[src/rtl/hazard_flush_ctrl_pkg.sv]
// Shared constants, types and FSM encoding for the pipeline hazard/flush controller.
package hazard_flush_ctrl_pkg;

  localparam int unsigned NREGS     = 32;
  localparam int unsigned REGNOBITS = 5;
  localparam int unsigned CNT_BITS  = 2;
  localparam int unsigned DBITS     = 32;

  typedef logic [REGNOBITS-1:0] regno_t;
  typedef logic [CNT_BITS-1:0]  cnt_t;
  typedef logic [DBITS-1:0]     word_t;

  // Saturation point of a per-register in-flight write counter.
  localparam cnt_t CntMax = {CNT_BITS{1'b1}};

  typedef enum logic [1:0] {
    StRun    = 2'd0,
    StFlush  = 2'd1,
    StRefill = 2'd2
  } state_e;

  // A read source hazards when it is used, not x0, and has writes in flight.
  // A lone in-flight write retiring this very cycle is forwarded by WB and does not hazard.
  function automatic logic src_hazard(logic use_src, regno_t idx, cnt_t cnt, logic bypass_hit);
    return use_src && (idx != '0) && (cnt != '0) && !(bypass_hit && (cnt == cnt_t'(1)));
  endfunction

endpackage

[src/rtl/hazard_flush_ctrl_if.sv]
// Pipeline-side bundle of the hazard/flush controller: DE, WB and AGEX inputs plus controls.
interface hazard_flush_ctrl_if;
  import hazard_flush_ctrl_pkg::*;

  // DE stage
  logic   de_valid;
  regno_t de_rs1;
  regno_t de_rs2;
  logic   de_use_rs1;
  logic   de_use_rs2;
  logic   de_wr_en;
  regno_t de_rd;
  // WB stage
  logic   wb_valid;
  logic   wb_wr_en;
  regno_t wb_rd;
  // AGEX branch resolution
  logic   agex_redirect;
  word_t  agex_target;
  // Controls and status back to the pipeline
  logic   stall_de;
  logic   de_issue;
  logic   flush_fe;
  logic   flush_de;
  logic   fe_redirect_valid;
  word_t  fe_redirect_pc;
  word_t  stall_count;
  word_t  flush_count;
  logic   sb_error;

  // Pipeline side: drives stage information, consumes controls.
  modport master (
    output de_valid, de_rs1, de_rs2, de_use_rs1, de_use_rs2, de_wr_en, de_rd,
    output wb_valid, wb_wr_en, wb_rd, agex_redirect, agex_target,
    input  stall_de, de_issue, flush_fe, flush_de, fe_redirect_valid, fe_redirect_pc,
    input  stall_count, flush_count, sb_error
  );

  // Controller side.
  modport slave (
    input  de_valid, de_rs1, de_rs2, de_use_rs1, de_use_rs2, de_wr_en, de_rd,
    input  wb_valid, wb_wr_en, wb_rd, agex_redirect, agex_target,
    output stall_de, de_issue, flush_fe, flush_de, fe_redirect_valid, fe_redirect_pc,
    output stall_count, flush_count, sb_error
  );

endinterface

[src/rtl/hazard_flush_ctrl_reg_scoreboard.sv]
// Per-register in-flight write counters with RAW lookup, WAW overflow and sticky underflow error.
module hazard_flush_ctrl_reg_scoreboard
  import hazard_flush_ctrl_pkg::*;
#(
  parameter bit WbBypass = 1'b1
) (
  input  logic   clk_i,
  input  logic   rst_ni,
  // Issue of a register writer
  input  logic   inc_i,
  input  regno_t inc_idx_i,
  // Retire of a register writer
  input  logic   dec_i,
  input  regno_t dec_idx_i,
  // Source lookups
  input  logic   rs1_use_i,
  input  regno_t rs1_i,
  input  logic   rs2_use_i,
  input  regno_t rs2_i,
  // Destination lookup for overflow
  input  logic   wr_en_i,
  input  regno_t rd_i,
  output logic   rs1_hazard_o,
  output logic   rs2_hazard_o,
  output logic   overflow_o,
  output logic   error_o
);

  cnt_t cnt_q [NREGS];
  cnt_t cnt_d [NREGS];
  logic error_q, error_d;
  logic inc_eff, dec_eff;
  logic rs1_bypass, rs2_bypass;

  // Lookups use registered counts plus this cycle's WB retire for the bypass exception.
  always_comb begin
    rs1_bypass   = WbBypass && dec_i && (dec_idx_i == rs1_i);
    rs2_bypass   = WbBypass && dec_i && (dec_idx_i == rs2_i);
    rs1_hazard_o = src_hazard(rs1_use_i, rs1_i, cnt_q[rs1_i], rs1_bypass);
    rs2_hazard_o = src_hazard(rs2_use_i, rs2_i, cnt_q[rs2_i], rs2_bypass);
    overflow_o   = wr_en_i && (rd_i != '0) && (cnt_q[rd_i] == CntMax);
    error_o      = error_q;
  end

  // Next counts: x0 is never tracked; a matched issue/retire pair cancels out.
  always_comb begin
    cnt_d   = cnt_q;
    error_d = error_q;
    inc_eff = inc_i && (inc_idx_i != '0);
    dec_eff = dec_i && (dec_idx_i != '0);
    if (!(inc_eff && dec_eff && (inc_idx_i == dec_idx_i))) begin
      if (inc_eff) begin
        cnt_d[inc_idx_i] = cnt_q[inc_idx_i] + cnt_t'(1);
      end
      if (dec_eff) begin
        if (cnt_q[dec_idx_i] == '0) begin
          error_d = 1'b1;
        end else begin
          cnt_d[dec_idx_i] = cnt_q[dec_idx_i] - cnt_t'(1);
        end
      end
    end
  end

  // Counter array and sticky error state.
  always_ff @(posedge clk_i or negedge rst_ni) begin
    if (!rst_ni) begin
      for (int i = 0; i < NREGS; i++) begin
        cnt_q[i] <= '0;
      end
      error_q <= 1'b0;
    end else begin
      cnt_q   <= cnt_d;
      error_q <= error_d;
    end
  end

endmodule

[src/rtl/hazard_flush_ctrl.sv]
// Pipeline control: RAW/WAW issue gating, branch-redirect flush sequencing and perf counters.
module hazard_flush_ctrl
  import hazard_flush_ctrl_pkg::*;
#(
  parameter int unsigned RefillCycles = 1,
  parameter bit          WbBypass     = 1'b1
) (
  input logic                clk,
  input logic                reset_n,
  hazard_flush_ctrl_if.slave pipe
);

  localparam logic [1:0] RefillLoad = 2'(RefillCycles);

  state_e     state_q;
  logic       flush_q;
  logic [1:0] refill_q;
  word_t      redirect_pc_q;
  word_t      stall_count_q;
  word_t      flush_count_q;

  logic rs1_hazard, rs2_hazard, overflow, sb_error;
  logic de_issue, stall_de, sb_inc, sb_dec;

  hazard_flush_ctrl_reg_scoreboard #(
    .WbBypass(WbBypass)
  ) u_scoreboard (
    .clk_i       (clk),
    .rst_ni      (reset_n),
    .inc_i       (sb_inc),
    .inc_idx_i   (pipe.de_rd),
    .dec_i       (sb_dec),
    .dec_idx_i   (pipe.wb_rd),
    .rs1_use_i   (pipe.de_use_rs1),
    .rs1_i       (pipe.de_rs1),
    .rs2_use_i   (pipe.de_use_rs2),
    .rs2_i       (pipe.de_rs2),
    .wr_en_i     (pipe.de_wr_en),
    .rd_i        (pipe.de_rd),
    .rs1_hazard_o(rs1_hazard),
    .rs2_hazard_o(rs2_hazard),
    .overflow_o  (overflow),
    .error_o     (sb_error)
  );

  // Issue decision; a redirect cycle blocks issue since DE holds a wrong-path instruction.
  // Reset is folded in so the controls read 0 while reset is held.
  always_comb begin
    de_issue = reset_n && pipe.de_valid && (state_q == StRun) && !rs1_hazard && !rs2_hazard &&
               !overflow && !pipe.agex_redirect;
    stall_de = reset_n && pipe.de_valid && !de_issue && !flush_q;
    sb_inc   = de_issue && pipe.de_wr_en;
    sb_dec   = pipe.wb_valid && pipe.wb_wr_en;
  end

  // Redirect FSM with registered flush strobe, refill down-counter and target register.
  always_ff @(posedge clk or negedge reset_n) begin
    if (!reset_n) begin
      state_q       <= StRun;
      flush_q       <= 1'b0;
      refill_q      <= '0;
      redirect_pc_q <= '0;
    end else if (pipe.agex_redirect) begin
      // A redirect in any state is the youngest one: it restarts the whole sequence.
      state_q       <= StFlush;
      flush_q       <= 1'b1;
      refill_q      <= '0;
      redirect_pc_q <= pipe.agex_target;
    end else begin
      unique case (state_q)
        StRun: begin
          flush_q <= 1'b0;
        end
        StFlush: begin
          flush_q <= 1'b0;
          if (RefillCycles > 0) begin
            state_q  <= StRefill;
            refill_q <= RefillLoad;
          end else begin
            state_q <= StRun;
          end
        end
        StRefill: begin
          if (refill_q <= 2'd1) begin
            state_q  <= StRun;
            refill_q <= '0;
          end else begin
            refill_q <= refill_q - 2'd1;
          end
        end
        default: begin
          state_q  <= StRun;
          flush_q  <= 1'b0;
          refill_q <= '0;
        end
      endcase
    end
  end

  // Performance counters, wrapping naturally at the word width.
  always_ff @(posedge clk or negedge reset_n) begin
    if (!reset_n) begin
      stall_count_q <= '0;
      flush_count_q <= '0;
    end else begin
      if (stall_de) begin
        stall_count_q <= stall_count_q + word_t'(1);
      end
      if (flush_q) begin
        flush_count_q <= flush_count_q + word_t'(1);
      end
    end
  end

  assign pipe.de_issue          = de_issue;
  assign pipe.stall_de          = stall_de;
  assign pipe.flush_fe          = flush_q;
  assign pipe.flush_de          = flush_q;
  assign pipe.fe_redirect_valid = flush_q;
  assign pipe.fe_redirect_pc    = redirect_pc_q;
  assign pipe.stall_count       = stall_count_q;
  assign pipe.flush_count       = flush_count_q;
  assign pipe.sb_error          = sb_error;

endmodule

[src/flat_wrapper.sv]
// flat-port wrapper written by rule: the top's interface ports become plain ports
module hazard_flush_ctrl_flat import hazard_flush_ctrl_pkg::*;
#(
  parameter int unsigned RefillCycles = 1,
  parameter bit          WbBypass     = 1'b1
)
  (clk, reset_n, pipe_de_valid, pipe_de_rs1, pipe_de_rs2, pipe_de_use_rs1, pipe_de_use_rs2, pipe_de_wr_en, pipe_de_rd, pipe_wb_valid, pipe_wb_wr_en, pipe_wb_rd, pipe_agex_redirect, pipe_agex_target, pipe_stall_de, pipe_de_issue, pipe_flush_fe, pipe_flush_de, pipe_fe_redirect_valid, pipe_fe_redirect_pc, pipe_stall_count, pipe_flush_count, pipe_sb_error);
  hazard_flush_ctrl_if pipe_i ();
  input logic clk;
  input logic reset_n;
  input wire logic [$bits(pipe_i.de_valid)-1:0] pipe_de_valid;
  input wire logic [$bits(pipe_i.de_rs1)-1:0] pipe_de_rs1;
  input wire logic [$bits(pipe_i.de_rs2)-1:0] pipe_de_rs2;
  input wire logic [$bits(pipe_i.de_use_rs1)-1:0] pipe_de_use_rs1;
  input wire logic [$bits(pipe_i.de_use_rs2)-1:0] pipe_de_use_rs2;
  input wire logic [$bits(pipe_i.de_wr_en)-1:0] pipe_de_wr_en;
  input wire logic [$bits(pipe_i.de_rd)-1:0] pipe_de_rd;
  input wire logic [$bits(pipe_i.wb_valid)-1:0] pipe_wb_valid;
  input wire logic [$bits(pipe_i.wb_wr_en)-1:0] pipe_wb_wr_en;
  input wire logic [$bits(pipe_i.wb_rd)-1:0] pipe_wb_rd;
  input wire logic [$bits(pipe_i.agex_redirect)-1:0] pipe_agex_redirect;
  input wire logic [$bits(pipe_i.agex_target)-1:0] pipe_agex_target;
  output wire logic [$bits(pipe_i.stall_de)-1:0] pipe_stall_de;
  output wire logic [$bits(pipe_i.de_issue)-1:0] pipe_de_issue;
  output wire logic [$bits(pipe_i.flush_fe)-1:0] pipe_flush_fe;
  output wire logic [$bits(pipe_i.flush_de)-1:0] pipe_flush_de;
  output wire logic [$bits(pipe_i.fe_redirect_valid)-1:0] pipe_fe_redirect_valid;
  output wire logic [$bits(pipe_i.fe_redirect_pc)-1:0] pipe_fe_redirect_pc;
  output wire logic [$bits(pipe_i.stall_count)-1:0] pipe_stall_count;
  output wire logic [$bits(pipe_i.flush_count)-1:0] pipe_flush_count;
  output wire logic [$bits(pipe_i.sb_error)-1:0] pipe_sb_error;
  assign pipe_i.de_valid = pipe_de_valid;
  assign pipe_i.de_rs1 = pipe_de_rs1;
  assign pipe_i.de_rs2 = pipe_de_rs2;
  assign pipe_i.de_use_rs1 = pipe_de_use_rs1;
  assign pipe_i.de_use_rs2 = pipe_de_use_rs2;
  assign pipe_i.de_wr_en = pipe_de_wr_en;
  assign pipe_i.de_rd = pipe_de_rd;
  assign pipe_i.wb_valid = pipe_wb_valid;
  assign pipe_i.wb_wr_en = pipe_wb_wr_en;
  assign pipe_i.wb_rd = pipe_wb_rd;
  assign pipe_i.agex_redirect = pipe_agex_redirect;
  assign pipe_i.agex_target = pipe_agex_target;
  assign pipe_stall_de = pipe_i.stall_de;
  assign pipe_de_issue = pipe_i.de_issue;
  assign pipe_flush_fe = pipe_i.flush_fe;
  assign pipe_flush_de = pipe_i.flush_de;
  assign pipe_fe_redirect_valid = pipe_i.fe_redirect_valid;
  assign pipe_fe_redirect_pc = pipe_i.fe_redirect_pc;
  assign pipe_stall_count = pipe_i.stall_count;
  assign pipe_flush_count = pipe_i.flush_count;
  assign pipe_sb_error = pipe_i.sb_error;
  hazard_flush_ctrl #(.RefillCycles(RefillCycles), .WbBypass(WbBypass)) u_core (.clk(clk), .reset_n(reset_n), .pipe(pipe_i));
endmodule
[config.mk]
export PLATFORM = sky130hd
export DESIGN_NAME = hazard_flush_ctrl_flat
export DESIGN_NICKNAME = d
export VERILOG_FILES = /design/src/rtl/hazard_flush_ctrl_pkg.sv /design/src/rtl/hazard_flush_ctrl_if.sv /design/src/rtl/hazard_flush_ctrl_reg_scoreboard.sv /design/src/rtl/hazard_flush_ctrl.sv /design/src/flat_wrapper.sv
export SDC_FILE = /design/constraint.sdc
export NUM_CORES = 1
export LEC_CHECK = 0
export BUFFER_PORTS_ARGS = -buffer_cell sky130_fd_sc_hd__buf_2
export CORE_MARGIN = 2
export CORE_UTILIZATION = 40
export DETAILED_ROUTE_END_ITERATION = 8
export PLACE_DENSITY_LB_ADDON = 0.08
export SETUP_SLACK_MARGIN = 0.3
export SLEW_MARGIN = 30
export SYNTH_ARGS = -nofsm -noshare
export SYNTH_HDL_FRONTEND = slang
export SYNTH_SLANG_ARGS = --single-unit
[constraint.sdc]
create_clock -name clk -period 4.5 [get_ports clk]
set_input_delay 0.225 -clock clk [delete_from_list [all_inputs] [get_ports clk]]
set_output_delay 0.225 -clock clk [all_outputs]
set_load 0.02 [all_outputs]
==> results of run 1 <==
-- flip-flops by register name, summed over array words and instances (netlist names) --
signal / cells
u_core.pipe.stall_count: 32
u_core.u_scoreboard.error_o: 1
u_core.pipe.fe_redirect_valid: 1
u_core.u_scoreboard.cnt_q: 64
u_core.pipe.flush_count: 32
u_core.state_q: 2
u_core.pipe.fe_redirect_pc: 32
u_core.refill_q: 2
-- cell usage after synthesis, drive strengths merged (6+ instances only) --
| library cell | instances | area [µm²] |
|---|---|---|
| xnor2 | 43 | 377 |
| nor4 | 28 | 200 |
| buf | 44 | 287 |
| a32o | 6 | 60.1 |
| o31ai | 9 | 81.3 |
| mux2i | 53 | 531 |
| nand3 | 45 | 235 |
| nand3b | 9 | 67.6 |
| xor2 | 34 | 298 |
| inv | 30 | 113 |
| nand2b | 8 | 50.1 |
| nand2 | 78 | 293 |
| a211oi | 39 | 293 |
| a311oi | 29 | 254 |
| mux4 | 60 | 1350 |
| a21oi | 21 | 109 |
| clkbuf | 43 | 161 |
| dfrtp | 166 | 4150 |
| a22oi | 11 | 82.6 |
| nor2 | 105 | 394 |
| mux2 | 47 | 529 |
| o21ai | 10 | 50.1 |
| and3 | 16 | 100 |
| nand4 | 15 | 93.8 |
| nor3 | 55 | 345 |
| o41ai | 19 | 226 |
| ha | 7 | 87.6 |
-- worst min path at each step --
stage	slack [ps]	depth (start not counted)	start	end
after CTS	0.9	2	pipe_agex_target[25]	u_core.pipe.fe_redirect_pc[25]
after global routing	6	2	pipe_agex_target[30]	u_core.pipe.fe_redirect_pc[30]
after global placement	450	1	u_core.pipe.stall_count[31]	u_core.pipe.stall_count[31]
after detailed placement	460	2	reset_n	u_core.pipe.stall_count[10]
final	20	2	pipe_agex_target[12]	u_core.pipe.fe_redirect_pc[12]
after floorplan	-70	0	reset_n	u_core.pipe.fe_redirect_pc[0]
-- per-layer routing --
metal  up-vias  wire length, µm
li1       4423                -
met1      5006            16800
met2       582            18200
met3        90             3900
met4         0             1470
met5         -                0
-- cells by family (layout without fill, tap and decap cells) --
kind of cell	count (synthesis)	count (layout)
buf+inv	117	272
flops	166	166
simple gates	392	392
xor+xnor	77	77
mux	160	160
compound gates	177	177
fa+ha+maj	7	7
-- worst max-delay path, delay by kind of cell, from the launching register on --
kind / cells / cell delay (ps)
AO/OA/AOI/OAI: 3 / 780
adder cells (fa/ha/maj): 1 / 220
buffers and inverters: 4 / 780
flip-flops: 1 / 500
multiplexers: 1 / 510
AND/OR/NAND/NOR: 4 / 500
-- repair_timing --
item,4_1_cts,5_1_grt
hold endpoints to repair,46,0
setup buffers,0,0
gates resized for setup,0,1
endpoints found under the setup margin,0,1
hold buffers,9,0
-- power breakdown --
part           leakage (nW)  switching [W]  internal (W)  total, W
sequential             2.15       0.000273       0.00165   0.00192
clock                 0.293       0.000675      0.000891   0.00157
combinational          3.33       0.000659      0.000457   0.00112
total                  5.77        0.00161       0.00300   0.00461
-- metrics by stage --
step	hold slack [ps]	util	instance area, µm²	total power (W)
after global routing	5.51	0.475	13200	0.00481
after global placement	455	0.449	12500	0.00303
after floorplan	-70.6	-	11400	0.00257
after detailed placement	456	0.449	12500	0.00304
after CTS	0.940	0.475	13200	0.00463
final	18.0	0.475	13200	0.00461
-- final cells by class --
type,instances,area (µm²),share of cell area
Clock inverter,14,193,0.0146
Inverter,30,113,0.00852
Multi-Input combinational cell,813,6660,0.504
Sequential cell,166,4150,0.314
Timing Repair Buffer,210,1200,0.0910
Clock buffer,18,429,0.0325
Tap cell,378,473,0.0358
==> results.cfg, run 1 <==
[cells_and_area]
fillers = 2678
final_cell_mix = dfrtp_1 (166), buf_2 (161), nor2_1 (105), nand2_1 (78), mux4_2 (60)
antenna_cells = 0
post_layout_nonfiller_instances = 1629
final_common_cell = dfrtp_1
fin_nets = 1306
syn_to_final_growth_pct = 16.3
drive_gt1_frac = 0.305

[critical_path]
cp-end-kind = output pin
r2r_start = u_core.u_scoreboard.cnt_q[56]
r2r_slack_ps = 650
path_cells = mux4_2 -> a22oi_1 -> nand2_1 -> nor2_1 -> inv_1 -> ha_1 -> a2111o_1 -> a21oi_2 -> nand2_1 -> inv_2 -> buf_6 -> nor2_1 -> buf_2
crit_end = pipe_stall_de
critPathMaxFanout = 20
critPathRequiredTime_ps = 4280
crit_start = u_core.u_scoreboard.cnt_q[56]
worstPathArrival_ps = 3730
critical_path_class = flip-flop to output pin
slowest_stage = mux4_2
r2r_cells = 11
r2r-end = u_core.u_scoreboard.cnt_q[23]
start_kind = flip-flop
slowest_delay_ps = 510

[synthesis]
synth-adder-area-share = 0.00770
synth-edff-count = 0
synth_mux_area_frac = 0.212
syn_inst = 1096
synth_xor_area_frac = 0.0593
synth_top_family_by_area = multiplexers
yosys.cell_types.count = 70
synth-main-ff-cell = dfrtp_1
syn-num-nets = 1164
syn_area_per_cell_um2 = 10.4
synth_compound_area_frac = 0.128
syn_area_um2 = 11400
ys_ff_latch = 166
synth_simple_gate_area_frac = 0.178
async_flop_share = 1.00
ys_warn_count = 0
seq_area_frac_synth = 0.365

[timing]
rsz0062_at_grt = no
final-setup-viol-count = 0
hold_viol_final = 0
slew-limit-headroom = 0.391
tightestPinTransition_ps = 908
fin_crit_ps = 3960
timing.setup.tns_ps = 0
fin_crit_sh = 0.880
fmax_ghz = 0.253
drv_slew = 0
finClkSkew_ps = 8.58
finalWorstSetupSlack_ps = 542

[cts]
cts_tree = yes
clockBufferDepth = 2
cts_root_buffer = clkbuf_16
htreeDepth = 4
clkSinkCount = 166
worstSkewPairLatency_ps = 430
clkTransAtPathRegs_ps = 70
numCtsBuffers = 17

[placement]
dp_slack_ps = 477
routabilityCongestion = 0.963
io_buffers = 162
placedCellCount = 1588
place_hpwl_um = 27800

[grt]
met2_usage = 0.420
busiest_layer = met2
antenna_found_initial = 0
grt_pass1_vias = 10100
met3_usage = 0.0561
grt_overflow = 0
use_met1 = 0.380
globalRouteTotalUtil = 0.274
grt_max_degree = 61
grt_pass1_wl_um = 62900

[die]
start_util = 0.408
die_h_um = 173
rows = 61
die_area_um2 = 29800
ios = 163
coreArea_um2 = 27900
die_width_um = 173

[routing]
dr.pass1.iters = 5
ant_nets = 0
drc = 0
via_per_inst = 6.20
route.final.wire_length_um = 40400
drt_iter0_drc = 866
vias = 10100
drt-wirelength-per-cell_um = 24.8

[pwr]
pwr_density_cell_nw_per_um2 = 348
static-leakage-power_nw = 5.77
ir_drop_mv = 0.185

[hold_path]
min_path_type = input pin to flip-flop

[status]
outcome = finished, final reports clean

[flow_run]
max-cap-violations = 0
No activity file was read; power rests on OpenSTA's default activity.
==> run 2, diff against run 1 <==
--- a/config.mk
+++ b/config.mk
@@ -8,6 +8,7 @@
 export BUFFER_PORTS_ARGS = -buffer_cell sky130_fd_sc_hd__buf_2
 export CORE_MARGIN = 2
 export CORE_UTILIZATION = 40
+export CTS_BUF_LIST = sky130_fd_sc_hd__clkbuf_4
 export DETAILED_ROUTE_END_ITERATION = 8
 export PLACE_DENSITY_LB_ADDON = 0.08
 export SETUP_SLACK_MARGIN = 0.3
==> results.cfg, run 2 (same netlist as run 1, synthesis figures left out) <==
[status]
outcome = finished, final reports clean

[cts]
clkTransAtPathRegs_ps = 150
worstSkewPairLatency_ps = 590
numCtsBuffers = 17
clockBufferDepth = 2
cts_root_buffer = clkbuf_4
cts_tree = yes
htreeDepth = 4
clkSinkCount = 166

[routing]
drt_iter0_drc = 1000
route.final.wire_length_um = 40500
ant_nets = 0
dr.pass1.iters = 5
drt-wirelength-per-cell_um = 24.5
via_per_inst = 6.15
drc = 0
vias = 10200

[placement]
placedCellCount = 1588
place_hpwl_um = 27800
routabilityCongestion = 0.963
io_buffers = 162
dp_slack_ps = 477

[critical_path]
path_buf_inv = 4
start_kind = flip-flop
path_common_cell = nand2_1
slowest_delay_ps = 510
cp-end-kind = output pin
critPathRequiredTime_ps = 4280
slowest_stage = dfrtp_1
critPathMaxFanout = 20
worstPathArrival_ps = 3730
path_cells = mux4_2 -> a22oi_1 -> nand2_1 -> nor2_2 -> inv_1 -> ha_1 -> a2111o_1 -> a21oi_2 -> nand2_1 -> inv_4 -> buf_8 -> nor2_1 -> buf_2
cp_top_family = compound AO/OA/AOI/OAI gates
critical_path_class = flip-flop to output pin

[flow_run]
max-cap-violations = 0

[timing]
slew-limit-headroom = 0.383
finalWorstSetupSlack_ps = 548
finClkSkew_ps = 23.8
fin_crit_ps = 3950
timing.setup.tns_ps = 0
tightestPinTransition_ps = 920
drv_slew = 0
fmax_ghz = 0.253
final-setup-viol-count = 0
fin_crit_sh = 0.878
hold_viol_final = 0
rsz0062_at_grt = no

[grt]
antenna_found_initial = 1
grt_max_degree = 61
globalRouteTotalUtil = 0.274
grt_pass1_vias = 10100
grt_overflow = 0
grt_pass1_wl_um = 62900

[cells_and_area]
drive_gt1_frac = 0.307
syn_to_final_growth_pct = 16.1
post_layout_nonfiller_instances = 1656
final_common_cell = buf_2
fin_nets = 1331
largest_reg_flops = 64
largest-register = u_core.u_scoreboard.cnt_q
final_cell_mix = buf_2 (161), dfrtp_1 (158), nor2_1 (104), nand2_1 (78), mux4_2 (60)

[die]
die_area_um2 = 29800
rows = 61
die_width_um = 173
die_h_um = 173
start_util = 0.408
coreArea_um2 = 27900
ios = 163

[hold_path]
min_path_type = input pin to flip-flop

[pwr]
static-leakage-power_nw = 5.74
pwr_density_cell_nw_per_um2 = 309
ir_drop_mv = 0.160
power_w = 0.00407
## run 2: changes by cell type in the layout (fill, tap and decap cells not counted), moves of 2 or more
cell / delta
diode_2: +2
dlygate4sd3_1: +24
clkbuf_4: +18
dfrtp_2: +8
dfrtp_1: -8
clkbuf_16: -17
## run 2: worst min-delay path: stages
cell	delay, ps
buf_2	160
nand3_1	110
nor3_1	50
nor3_1	170
## run 2: routing by layer
metal,up-vias,wire (µm),GRT usage
li1,4481,-,-
met1,5076,17400,0.379
met2,545,18300,0.424
met3,77,3610,0.0574
met4,0,1240,0.102
met5,-,0,0
## run 2: worst paths after layout
check	start	depth (start not counted)	slack, ps	to
worst max-delay path	u_core.u_scoreboard.cnt_q[60]	13	550	pipe_stall_de
worst min-delay path	pipe_de_wr_en	4	200	u_core.u_scoreboard.cnt_q[38]
worst max register to register	u_core.u_scoreboard.cnt_q[60]	12	690	u_core.u_scoreboard.cnt_q[54]
worst min register to register	u_core.pipe.flush_count[31]	1	480	u_core.pipe.flush_count[31]
max in group asynchronous	reset_n	5	2140	u_core.u_scoreboard.cnt_q[56]
min in group asynchronous	reset_n	3	350	u_core.pipe.stall_count[9]
## run 2: final cells by class
type                    instances  area, µm²
fillers                      2669      14700
well taps                     378        473
diodes                          2       5.00
repair buffers                235       1460
clock inverters                14        193
flip-flops and latches        166       4160
clock buffers                  18        135
multi-input cells             813       6660
inverters                      30        115
## run 2: timing repair
action / in CTS / in global routing
resized for setup: 1 / 11
setup buffers: 0 / 1
hold buffers: 33 / 0
endpoints found under the hold margin: 91 / 0
endpoints found under the setup margin: 1 / 2
## run 2: through the flow
stage	util	cell area, µm²	hold slack, ps
floorplan	-	11400	-70.6
global placement	0.449	12500	455
detailed placement	0.449	12500	456
CTS	0.473	13200	128
global route	0.474	13200	146
finish	0.474	13200	200
## run 2: power breakdown
group / switching [W] / leakage (nW) / internal [W]
clock: 0.000606 / 0.165 / 0.000408
sequential: 0.000272 / 2.13 / 0.00165
combinational: 0.000664 / 3.44 / 0.000473
total: 0.00154 / 5.74 / 0.00253
